<file path="config.mk">
export PLATFORM = sky130hd
export DESIGN_NAME = debug_step_fsm
export DESIGN_NICKNAME = d
export VERILOG_FILES = /design/src/rtl/debug_step_fsm.sv
export SDC_FILE = /design/constraint.sdc
export NUM_CORES = 1
export LEC_CHECK = 0
export CORE_MARGIN = 4
export CORE_UTILIZATION = 48
export CTS_CLUSTER_DIAMETER = 200
export CTS_CLUSTER_SIZE = 20
export DETAILED_ROUTE_END_ITERATION = 8
export PLACE_DENSITY = 0.83
export SYNTH_ARGS = -nofsm -noshare
export SYNTH_HDL_FRONTEND = slang
export SYNTH_SLANG_ARGS = --single-unit
</file>
<file path="constraint.sdc">
create_clock -name clk -period 4.7 [get_ports clk]
set_clock_uncertainty 0.1 [all_clocks]
set_input_delay 1.41 -clock clk [delete_from_list [all_inputs] [get_ports clk]]
set_output_delay 1.41 -clock clk [all_outputs]
set_load 0.02 [all_outputs]
</file>
<file path="src/rtl/debug_step_fsm.sv">
// Single-step controller: each host step byte advances the datapath one clock,
// then requests a state dump; ends on host abort or after HALT has drained.
module debug_step_fsm #(
    parameter int                          UART_BITS        = 8,
    parameter int                          INSTRUCTION_BITS = 32,
    parameter int                          CLK_COUNTER_BITS = 32,
    parameter logic [INSTRUCTION_BITS-1:0] HALT_INSTRUCTION = {INSTRUCTION_BITS{1'b1}},
    parameter int                          DRAIN_STEPS      = 3,
    parameter logic [UART_BITS-1:0]        CMD_STEP         = UART_BITS'(8'h01),
    parameter logic [UART_BITS-1:0]        CMD_ABORT        = UART_BITS'(8'h02)
) (
    input  logic                        clk,
    input  logic                        rst,
    input  logic                        i_start,
    input  logic                        i_rx_done,
    input  logic [UART_BITS-1:0]        i_rx_data,
    input  logic                        i_send_done,
    input  logic [INSTRUCTION_BITS-1:0] i_instruction,
    output logic                        o_enable,
    output logic                        o_send_start,
    output logic [CLK_COUNTER_BITS-1:0] o_clk_count,
    output logic                        o_done
);

    // Keep the drain counter at least one bit wide so DRAIN_STEPS=0 still elaborates.
    localparam int DRAIN_W = (DRAIN_STEPS > 0) ? $clog2(DRAIN_STEPS + 1) : 1;

    typedef enum logic [2:0] {
        IDLE,
        WAIT_CMD,
        STEP,
        SEND,
        WAIT_SEND,
        FINISH
    } state_t;

    state_t                      state, state_nxt;
    logic [CLK_COUNTER_BITS-1:0] clk_count, clk_count_nxt;
    logic                        halted, halted_nxt;
    logic [DRAIN_W-1:0]          drain, drain_nxt;

    always_ff @(posedge clk) begin
        if (rst) begin
            state     <= IDLE;
            clk_count <= '0;
            halted    <= 1'b0;
            drain     <= '0;
        end else begin
            state     <= state_nxt;
            clk_count <= clk_count_nxt;
            halted    <= halted_nxt;
            drain     <= drain_nxt;
        end
    end

    always_comb begin
        state_nxt     = state;
        clk_count_nxt = clk_count;
        halted_nxt    = halted;
        drain_nxt     = drain;
        o_enable      = 1'b0;
        o_send_start  = 1'b0;
        o_done        = 1'b0;

        case (state)
            IDLE: begin
                if (i_start) begin
                    state_nxt     = WAIT_CMD;
                    clk_count_nxt = '0;
                    halted_nxt    = 1'b0;
                    drain_nxt     = '0;
                end
            end
            WAIT_CMD: begin
                if (i_rx_done) begin
                    if (i_rx_data == CMD_STEP)       state_nxt = STEP;
                    else if (i_rx_data == CMD_ABORT) state_nxt = FINISH;
                end
            end
            STEP: begin
                o_enable      = 1'b1;
                clk_count_nxt = clk_count + 1'b1;
                state_nxt     = SEND;
            end
            SEND: begin
                // IF/ID has already taken the stepped instruction by this cycle.
                o_send_start = 1'b1;
                state_nxt    = WAIT_SEND;
                if (!halted && (i_instruction == HALT_INSTRUCTION)) begin
                    halted_nxt = 1'b1;
                    drain_nxt  = DRAIN_W'(DRAIN_STEPS);
                end else if (halted && (drain != '0)) begin
                    drain_nxt = drain - 1'b1;
                end
            end
            WAIT_SEND: begin
                // Host bytes arriving during the dump are intentionally dropped.
                if (i_send_done) begin
                    if (halted && (drain == '0)) state_nxt = FINISH;
                    else                         state_nxt = WAIT_CMD;
                end
            end
            FINISH: begin
                o_done    = 1'b1;
                state_nxt = IDLE;
            end
            default: state_nxt = IDLE;
        endcase
    end

    assign o_clk_count = clk_count;

endmodule

</file>
==> results.yml, run 1 <==
setup_path:
  worstPathCellList: "or3b_1, clkinv_2, clkdlybuf4s50_1"
  critPathBufInv: 2
  critPathRequiredTime_ns: 3.19
  worst_r2r_path_depth: 5
  rr_endpoint: "o_clk_count[27]"
  cp_num_cells: 3
  slowest_delay_ns: 0.61
  cpMaxStageDelayCell: "clkdlybuf4s50_1"
  crit_arrival_ns: 2.09
  cp_max_fo: 13
  r2r_start: "state[1]"
  endpoint: "o_enable"
  cp-startpoint: "state[1]"
  r2r_slack_ns: 2.30
  setup.worst_path.start_class: "flip-flop"
  cp_top_family: "buffers and inverters"
  path_class: "flip-flop to primary output"
  cp-end-kind: "primary output"
placement:
  routabilityCongestion: 0.847
  preCtsSetupSlack_ns: 1.29
  dp_hpwl_um: 4450
  place_area_um2: 2970
  io_buffers: 79
yosys:
  yosysTopAreaCellShare_pct: 35.2
  synth_cells: 267
  ys_dominant_reg_cell: "dfxtp_1"
  yosysTopAreaCell: "dfxtp_1"
  ys_seq_area_share_pct: 35.2
  syn-num-nets: 314
  ys_ff_latch: 38
  synth-edff-count: 0
  yosys-top-cells-area: "dfxtp_1, mux2i_1, nand2_1"
  ys_async_sr_fraction_pct: 0
  synth_area_per_cell_um2: 8.09
  ys_types: 44
  syn-cell-area_um2: 2160
  ys_warn_count: 0
timing:
  max_freq_mhz: 278
  relSlewSlack_pct: 48.8
  setup_tns_ns: 0
  finalSetupViolCount: 0
  fin_crit_sh_pct: 76.5
  drv_slew: 0
  rsz0062_at_grt: "false"
  worst_slew_pin_slew_ns: 0.765
  finalHoldViolCount: 0
  min_period_ns: 3.60
  layout_setup_ws_ns: 1.10
finish:
  area_growth_pct: 41.5
  nets: 389
  drive_gt1_share_pct: 9.62
  fill_cells: 385
  antenna_cells: 0
  layout_common_cells: "clkdlybuf4s50_1, dfxtp_1, nand2_1"
  final_common_cell: "clkdlybuf4s50_1"
  final_area_um2: 3060
outcome:
  status: "finished, final reports clean"
power:
  p_comb_share_pct: 12.5
  p_leak_nw: 0.981
  p_sw_uw: 149
  p_total_uw: 638
  seq_power_share_pct: 51.6
  vdd_drop_max_uv: 179
  power_per_cell_area_nw_per_um2: 209
  p_int_uw: 490
  swShare_pct: 23.3
  power_frac_clock_pct: 35.9
detailed_routing:
  first_pass_iters: 4
  drt_wl_total_um: 5910
  vias_per_cell: 5.72
  via_count: 2260
  drtIter0Drc: 213
  wl_per_cell_um: 15.0
  antenna_left: 0
  drt_drc_violations_left: 0
clocking:
  numCtsBuffers: 5
  cts-htree-levels: 2
  cts_buffer_depth: 2
  post_cts_resized: 0
  postCtsSetupBuffers: 0
  cts_tree: "built"
  clk_pin_slew_ns: 0.07
  numClockSinks: 38
  insertion_delay_ns: 0.29
  postCtsHoldBufs: 0
  cts_root_buffer: "clkbuf_8"
global_routing:
  track_usage_pct: 21.9
  grt_pass1_vias: 2217
  antenna_found_initial: 0
  grt_pass1_wl_um: 9800
  grt_max_degree: 42
  grt.overflow.total: 0
worst_hold_path:
  hold_class: "flip-flop to flip-flop"
job:
  maxCapViolations: 0
die:
  std_cell_rows: 24
  core_area_um2: 4350
  die_w_um: 75.1
  die_h_um: 75.1
  ioPinCount: 80
  die_area_um2: 5640
  initial_core_util_pct: 49.6
## registers in the layout, indices dropped and copies added, names as in the netlist
register	count
state	3
halted	1
drain	2
o_clk_count	32
## cells by family (layout without fill, tap and decap cells)
logic type	after synthesis	after routing	synth area share (%)
muxes	19	19	9.26
DFF	38	38	35.2
adders and majority gates	2	2	1.16
and+or+nand+nor	143	143	37.3
buffers and inverters	25	101	5.21
AOI/OAI and AO/OA	39	39	11.4
xor gates and xnor gates	1	1	0.405
## Yosys cell counts, types with 2 or more instances
| cell type | count |
|---|---|
| or2_2 | 10 |
| nand2_1 | 29 |
| nand3_1 | 11 |
| nor3b_1 | 3 |
| nand4bb_1 | 2 |
| or4_1 | 4 |
| mux2i_1 | 11 |
| a211oi_1 | 3 |
| o211ai_1 | 6 |
| ha_1 | 2 |
| dfxtp_1 | 38 |
| inv_1 | 11 |
| nor4_1 | 10 |
| mux2_2 | 8 |
| nand4_1 | 13 |
| o311ai_0 | 3 |
| nor2_1 | 27 |
| or3_1 | 7 |
| o21ai_0 | 6 |
| clkbuf_1 | 9 |
| buf_2 | 2 |
| nor3_1 | 11 |
| buf_6 | 2 |
| nand4b_1 | 3 |
| and4_1 | 4 |
| a21oi_1 | 14 |
## metrics by stage
step / std cells / hold WS, ns / util, %
after floorplan: 267 / 0.365 / -
after global placement: 387 / 0.357 / 68.1
after detailed placement: 387 / 0.367 / 68.1
after CTS: 395 / 0.379 / 70.2
after global routing: 395 / 0.421 / 70.2
final: 395 / 0.376 / 70.2
## worst min path at each step
stage                    startpoint               to  slack [ns]  depth (start not counted)
floorplan                    halted           halted        0.36                          2
global placement    o_clk_count[31]  o_clk_count[31]        0.36                          2
detailed placement  o_clk_count[31]  o_clk_count[31]        0.37                          2
CTS                 o_clk_count[31]  o_clk_count[31]        0.38                          2
global route        o_clk_count[31]  o_clk_count[31]        0.42                          2
finish              o_clk_count[31]  o_clk_count[31]        0.38                          2
## worst min-delay path, stage by stage, from the launching register on
cell and delay, ns:
dfxtp_1 0.32, nand2_1 0.06, mux2i_1 0.05
## cell type report
| cell class | instances | area, µm² | area share (%) |
|---|---|---|---|
| clock inverter | 1 | 5.00 | 0.164 |
| clock buffer | 7 | 86.3 | 2.82 |
| tap | 52 | 65.1 | 2.13 |
| multi-input combinational | 204 | 1290 | 42.1 |
| inverter | 12 | 46.3 | 1.51 |
| timing repair buffer | 81 | 806 | 26.4 |
| sequential | 38 | 761 | 24.9 |
## layer usage
metal / share of wire [%] / global-route usage, %
met2: 50 / 37.5
met3: 5.9 / 4.54
met4: 0.56 / 5.93
met5: 0 / 0
met1: 44 / 27.9
## power groups by stage
stage                     Combinational [mW]  Clock [mW]  Sequential (mW)
after global routing                  0.0868       0.249            0.329
after CTS                             0.0795       0.233            0.329
after detailed placement              0.0793           0            0.336
final                                 0.0796       0.229            0.329
after floorplan                       0.0362           0            0.332
after global placement                0.0774           0            0.336
Power figures use the tool's default switching activity.
==> run 2, diff against run 1 <==
--- a/config.mk
+++ b/config.mk
@@ -6,11 +6,11 @@
 export NUM_CORES = 1
 export LEC_CHECK = 0
 export CORE_MARGIN = 4
-export CORE_UTILIZATION = 48
+export CORE_UTILIZATION = 40
 export CTS_CLUSTER_DIAMETER = 200
 export CTS_CLUSTER_SIZE = 20
 export DETAILED_ROUTE_END_ITERATION = 8
-export PLACE_DENSITY = 0.83
+export PLACE_DENSITY = 0.73
 export SYNTH_ARGS = -nofsm -noshare
 export SYNTH_HDL_FRONTEND = slang
 export SYNTH_SLANG_ARGS = --single-unit
==> constraint.sdc (replaced) <==
create_clock -name clk -period 3.3 [get_ports clk]
set_clock_uncertainty 0.1 [all_clocks]
set_input_delay 0.99 -clock clk [delete_from_list [all_inputs] [get_ports clk]]
set_output_delay 0.99 -clock clk [all_outputs]
set_load 0.02 [all_outputs]
==> run 2 against run 1 <==
Against the previous run: sequential share of layout area decreased by 0.32 points; design area increased by 1.3%; setup slack got worse by 0.95 ns; register-to-register slack got worse by 1.4 ns; wire length decreased by 1.2%; total power increased by 52%; combinational power increased by 42%; largest power group unchanged; highest routed layer unchanged.
==> results.yml, run 2 (synthesized netlist as in run 1, its figures left out) <==
timing:
  fin_crit_sh_pct: 95.4
  setup_tns_ns: 0
  finalHoldViolCount: 0
  finalSetupViolCount: 0
  worst_slew_pin_slew_ns: 0.883
  min_period_ns: 3.15
  drv_slew: 0
  whs_ns: 0.377
  max_freq_mhz: 318
  rsz0062_at_grt: "false"
  relSlewSlack_pct: 40.9
detailed_routing:
  drt_wl_total_um: 5840
  drtIter0Drc: 135
  drt_drc_violations_left: 0
  vias_per_cell: 5.42
  wl_per_cell_um: 14.1
  first_pass_iters: 4
  antenna_left: 0
  via_count: 2238
setup_path:
  cp_top_family: "buffers and inverters"
  path_class: "flip-flop to primary output"
  cp_max_fo: 13
  crit_arrival_ns: 2.06
  cp_num_cells: 3
  cpMaxStageDelayCell: "clkdlybuf4s50_1"
  setup.worst_path.start_class: "flip-flop"
  slowest_delay_ns: 0.61
  worst_r2r_path_depth: 5
  critPathRequiredTime_ns: 2.21
  worstPathCellList: "or3b_1, clkinv_2, clkdlybuf4s50_1"
  critPathBufInv: 2
  cp-end-kind: "primary output"
clocking:
  insertion_delay_ns: 0.29
  numCtsBuffers: 5
  postCtsHoldBufs: 0
  cts_tree: "built"
  clk_pin_slew_ns: 0.08
  cts_buffer_depth: 2
  numClockSinks: 38
  post_cts_resized: 0
  cts_root_buffer: "clkbuf_8"
  postCtsSetupBuffers: 0
  cts-htree-levels: 2
die:
  ioPinCount: 80
  die_area_um2: 6640
  core_area_um2: 5170
  initial_core_util_pct: 41.8
  std_cell_rows: 26
  die_w_um: 81.5
  die_h_um: 81.5
finish:
  largest_reg_flops: 32
  layout_common_cells: "clkdlybuf4s50_1, dfxtp_1, nand2_1"
  area_growth_pct: 43.3
  nets: 389
  antenna_cells: 0
  drive_gt1_share_pct: 9.91
  fill_cells: 461
  final_area_um2: 3100
  final_common_cell: "clkdlybuf4s50_1"
power:
  p_comb_share_pct: 11.7
  p_sw_uw: 220
  p_leak_nw: 0.991
  p_int_uw: 751
  swShare_pct: 22.6
  power_frac_clock_pct: 40.1
  seq_power_share_pct: 48.3
  power_per_cell_area_nw_per_um2: 313
  vdd_drop_max_uv: 199
  p_total_uw: 971
global_routing:
  grt.overflow.total: 0
  met3_usage_pct: 3.40
  grt_pass1_vias: 2100
  grt.met2_usage_pct: 31.6
  grt_max_degree: 42
  antenna_found_initial: 0
  grt_pass1_wl_um: 9740
  track_usage_pct: 18.4
  met1_usage_pct: 24.2
  grt.busiest_layer: "met2"
job:
  maxCapViolations: 0
placement:
  io_buffers: 79
  routabilityCongestion: 0.769
  place_area_um2: 2990
  dp_hpwl_um: 4390
outcome:
  status: "finished, final reports clean"
worst_hold_path:
  worstHoldPathCells: 2
  hold_class: "flip-flop to flip-flop"
run 2: cell count changes in the layout (fill, tap and decap cells not counted):
cell and change:
clkbuf_8 -1, clkbuf_1 -1, clkinv_2 +1, bufinv_16 +1
run 2: power by group through the flow:
stage	clock network [mW]	logic, mW	registers (mW)
global route	0.419	0.124	0.470
CTS	0.397	0.114	0.468
detailed placement	0	0.114	0.479
global placement	0	0.113	0.479
finish	0.389	0.113	0.468
floorplan	0	0.0515	0.473
run 2: per-stage QoR:
stage	util [%]	instances	setup WS [ns]
final	59.9	413	0.151
after global routing	59.9	413	0.0238
after CTS	59.9	413	0.152
after detailed placement	57.8	405	0.348
after global placement	57.8	405	0.447
after floorplan	-	267	1.06
run 2: path summary, 6_finish.rpt:
kind / startpoint / to / slack (ns)
worst max-delay path: state[1] / o_enable / 0.15
worst max register to register: state[1] / o_clk_count[27] / 0.88
worst min-delay path: o_clk_count[31] / o_clk_count[31] / 0.38
worst min register to register: o_clk_count[31] / o_clk_count[31] / 0.38
run 2: final cells by class:
type                    instances  area [µm²]  share of cell area, %
clock buffers                   5        68.8                   2.22
multi-input cells             204        1290                   41.6
repair buffers                 81         806                   26.0
well taps                      70        87.6                   2.83
inverters                      12        46.3                   1.49
flip-flops and latches         38         761                   24.6
clock inverters                 3        40.0                   1.29
run 2: worst reg2reg max path: cells and delay by family, from the launching register on:
family | cells | cell delay [ns]
mux | 1 | 0.37
flops | 1 | 0.55
simple gates | 3 | 1.17
buf+inv | 1 | 0.13
run 2: layer usage:
metal  share of wire [%]  wire [µm]
met3                 4.1        242
met1                  44       2590
met4                0.14          8
met5                   0          0
met2                  51       3000
==> run 3, diff against run 2 <==
--- a/config.mk
+++ b/config.mk
@@ -5,12 +5,14 @@
 export SDC_FILE = /design/constraint.sdc
 export NUM_CORES = 1
 export LEC_CHECK = 0
+export ABC_CLOCK_PERIOD_IN_PS = 3300
 export CORE_MARGIN = 4
 export CORE_UTILIZATION = 40
 export CTS_CLUSTER_DIAMETER = 200
 export CTS_CLUSTER_SIZE = 20
 export DETAILED_ROUTE_END_ITERATION = 8
 export PLACE_DENSITY = 0.73
+export SETUP_SLACK_MARGIN = 0.3
 export SYNTH_ARGS = -nofsm -noshare
 export SYNTH_HDL_FRONTEND = slang
 export SYNTH_SLANG_ARGS = --single-unit
==> run 3 against run 2 <==
Against the previous run: die area is the same; global-route usage is the same; utilization is the same; sequential cell count is the same; critical path type unchanged; non-clock buffer count is the same; clock power is essentially flat; total power is essentially flat; design area is the same; combinational power is essentially flat; worst hold slack is the same; largest cell class unchanged; largest power group unchanged; fmax grew 13%.
==> results.yml, run 3 (synthesized netlist as in run 1, its figures left out) <==
placement:
  dp_hpwl_um: 4390
  routabilityCongestion: 0.769
  io_buffers: 79
timing:
  fin_crit_sh_pct: 84.6
  worst_slew_pin_slew_ns: 0.883
  max_freq_mhz: 358
  min_period_ns: 2.79
  drv_slew: 0
  finalSetupViolCount: 0
  finalHoldViolCount: 0
  rsz0062_at_grt: "false"
  relSlewSlack_pct: 40.9
  setup_tns_ns: 0
  whs_ns: 0.377
setup_path:
  cp_top_family: "buffers and inverters"
  critPathRequiredTime_ns: 2.21
  setup.worst_path.start_class: "flip-flop"
  cpMaxStageDelayCell: "clkdlybuf4s50_1"
  cp_max_fo: 12
  cp-end-kind: "primary output"
  worstPathCellList: "nand3b_1, inv_1, clkdlybuf4s50_1"
  path_class: "flip-flop to primary output"
  critPathBufInv: 2
  slowest_delay_ns: 0.61
  crit_arrival_ns: 1.70
worst_hold_path:
  hold_class: "flip-flop to flip-flop"
finish:
  seqCellArea_um2: 762
  area_growth_pct: 43.3
  multi_input_area_um2: 1290
  final_common_cell: "clkdlybuf4s50_1"
  largest_reg_flops: 32
  drive_gt1_share_pct: 10.2
  layout_common_cells: "clkdlybuf4s50_1, dfxtp_1, nand2_1"
  fill_cells: 462
  nets: 389
  antenna_cells: 0
clocking:
  post_cts_resized: 2
  cts_tree: "built"
  numCtsBuffers: 5
  cts_buffer_depth: 2
  cts-htree-levels: 2
  postCtsSetupBuffers: 0
  insertion_delay_ns: 0.29
  cts_root_buffer: "clkbuf_8"
  postCtsHoldBufs: 0
  clk_pin_slew_ns: 0.08
  numClockSinks: 38
global_routing:
  grt_pass1_wl_um: 9740
  grt_pass1_vias: 2100
  track_usage_pct: 18.4
  grt_max_degree: 42
  grt.overflow.total: 0
  antenna_found_initial: 0
power:
  p_leak_nw: 0.996
  vdd_drop_max_uv: 199
  p_total_uw: 971
  power_per_cell_area_nw_per_um2: 313
detailed_routing:
  drt_wl_total_um: 5840
  antenna_left: 0
  vias_per_cell: 5.42
  via_count: 2238
  drtIter0Drc: 135
  wl_per_cell_um: 14.1
  drt_drc_violations_left: 0
  first_pass_iters: 4
die:
  die_area_um2: 6640
  die_w_um: 81.5
  core_area_um2: 5170
  initial_core_util_pct: 41.8
  ioPinCount: 80
  std_cell_rows: 26
  die_h_um: 81.5
job:
  maxCapViolations: 0
outcome:
  status: "finished, final reports clean"
## run 3: cell types whose count changed in the layout (fill, tap and decap cells not counted)
cell,before,now
clkdlybuf4s50_1,79,78
dfxtp_1,38,37
dfxtp_2,0,1
dlygate4sd2_1,0,1
## run 3: worst paths after layout
path / endpoint / slack [ns] / cells past startpoint / from
max: o_send_start / 0.51 / 3 / state[0]
min: o_clk_count[31] / 0.38 / 2 / o_clk_count[31]
max reg2reg: o_clk_count[27] / 0.98 / 5 / state[2]
min reg2reg: o_clk_count[31] / 0.38 / 2 / o_clk_count[31]
## run 3: cell type report
type                    instances  share of cell area [%]
multi-input cells             204                    41.6
well taps                      70                    2.83
flip-flops and latches         38                    24.6
clock inverters                 3                    1.29
repair buffers                 81                    26.0
inverters                      12                    1.49
clock buffers                   5                    2.22
## run 3: worst register-to-register path, cell delays in order, from the launching register on
cell and delay, ns:
dfxtp_1 0.42, or3b_1 0.51, clkinv_2 0.13, nand4_4 0.28, nor4_1 0.40, mux2_2 0.37
## run 3: power breakdown
group | switching (mW) | leakage, nW | internal, mW | total [mW]
logic | 0.0458 | 0.631 | 0.0677 | 0.113
registers | 0.00757 | 0.307 | 0.461 | 0.468
clock network | 0.166 | 0.0579 | 0.222 | 0.389
total | 0.220 | 0.996 | 0.751 | 0.971
## run 3: per-stage QoR
stage	instances	area [µm²]	util, %	setup WS (ns)
global placement	405	2990	57.8	0.447
finish	413	3100	59.9	0.507
floorplan	267	2160	-	1.06
detailed placement	405	2990	57.8	0.348
global route	413	3100	59.9	0.384
CTS	413	3100	59.9	0.496
## run 3: routing by layer
metal	up-vias	wire, µm	global-route usage, %
met1	1052	2590	24.2
met3	2	242	3.40
met2	53	3000	31.6
li1	1131	-	-
met4	0	8	3.04
met5	-	0	0
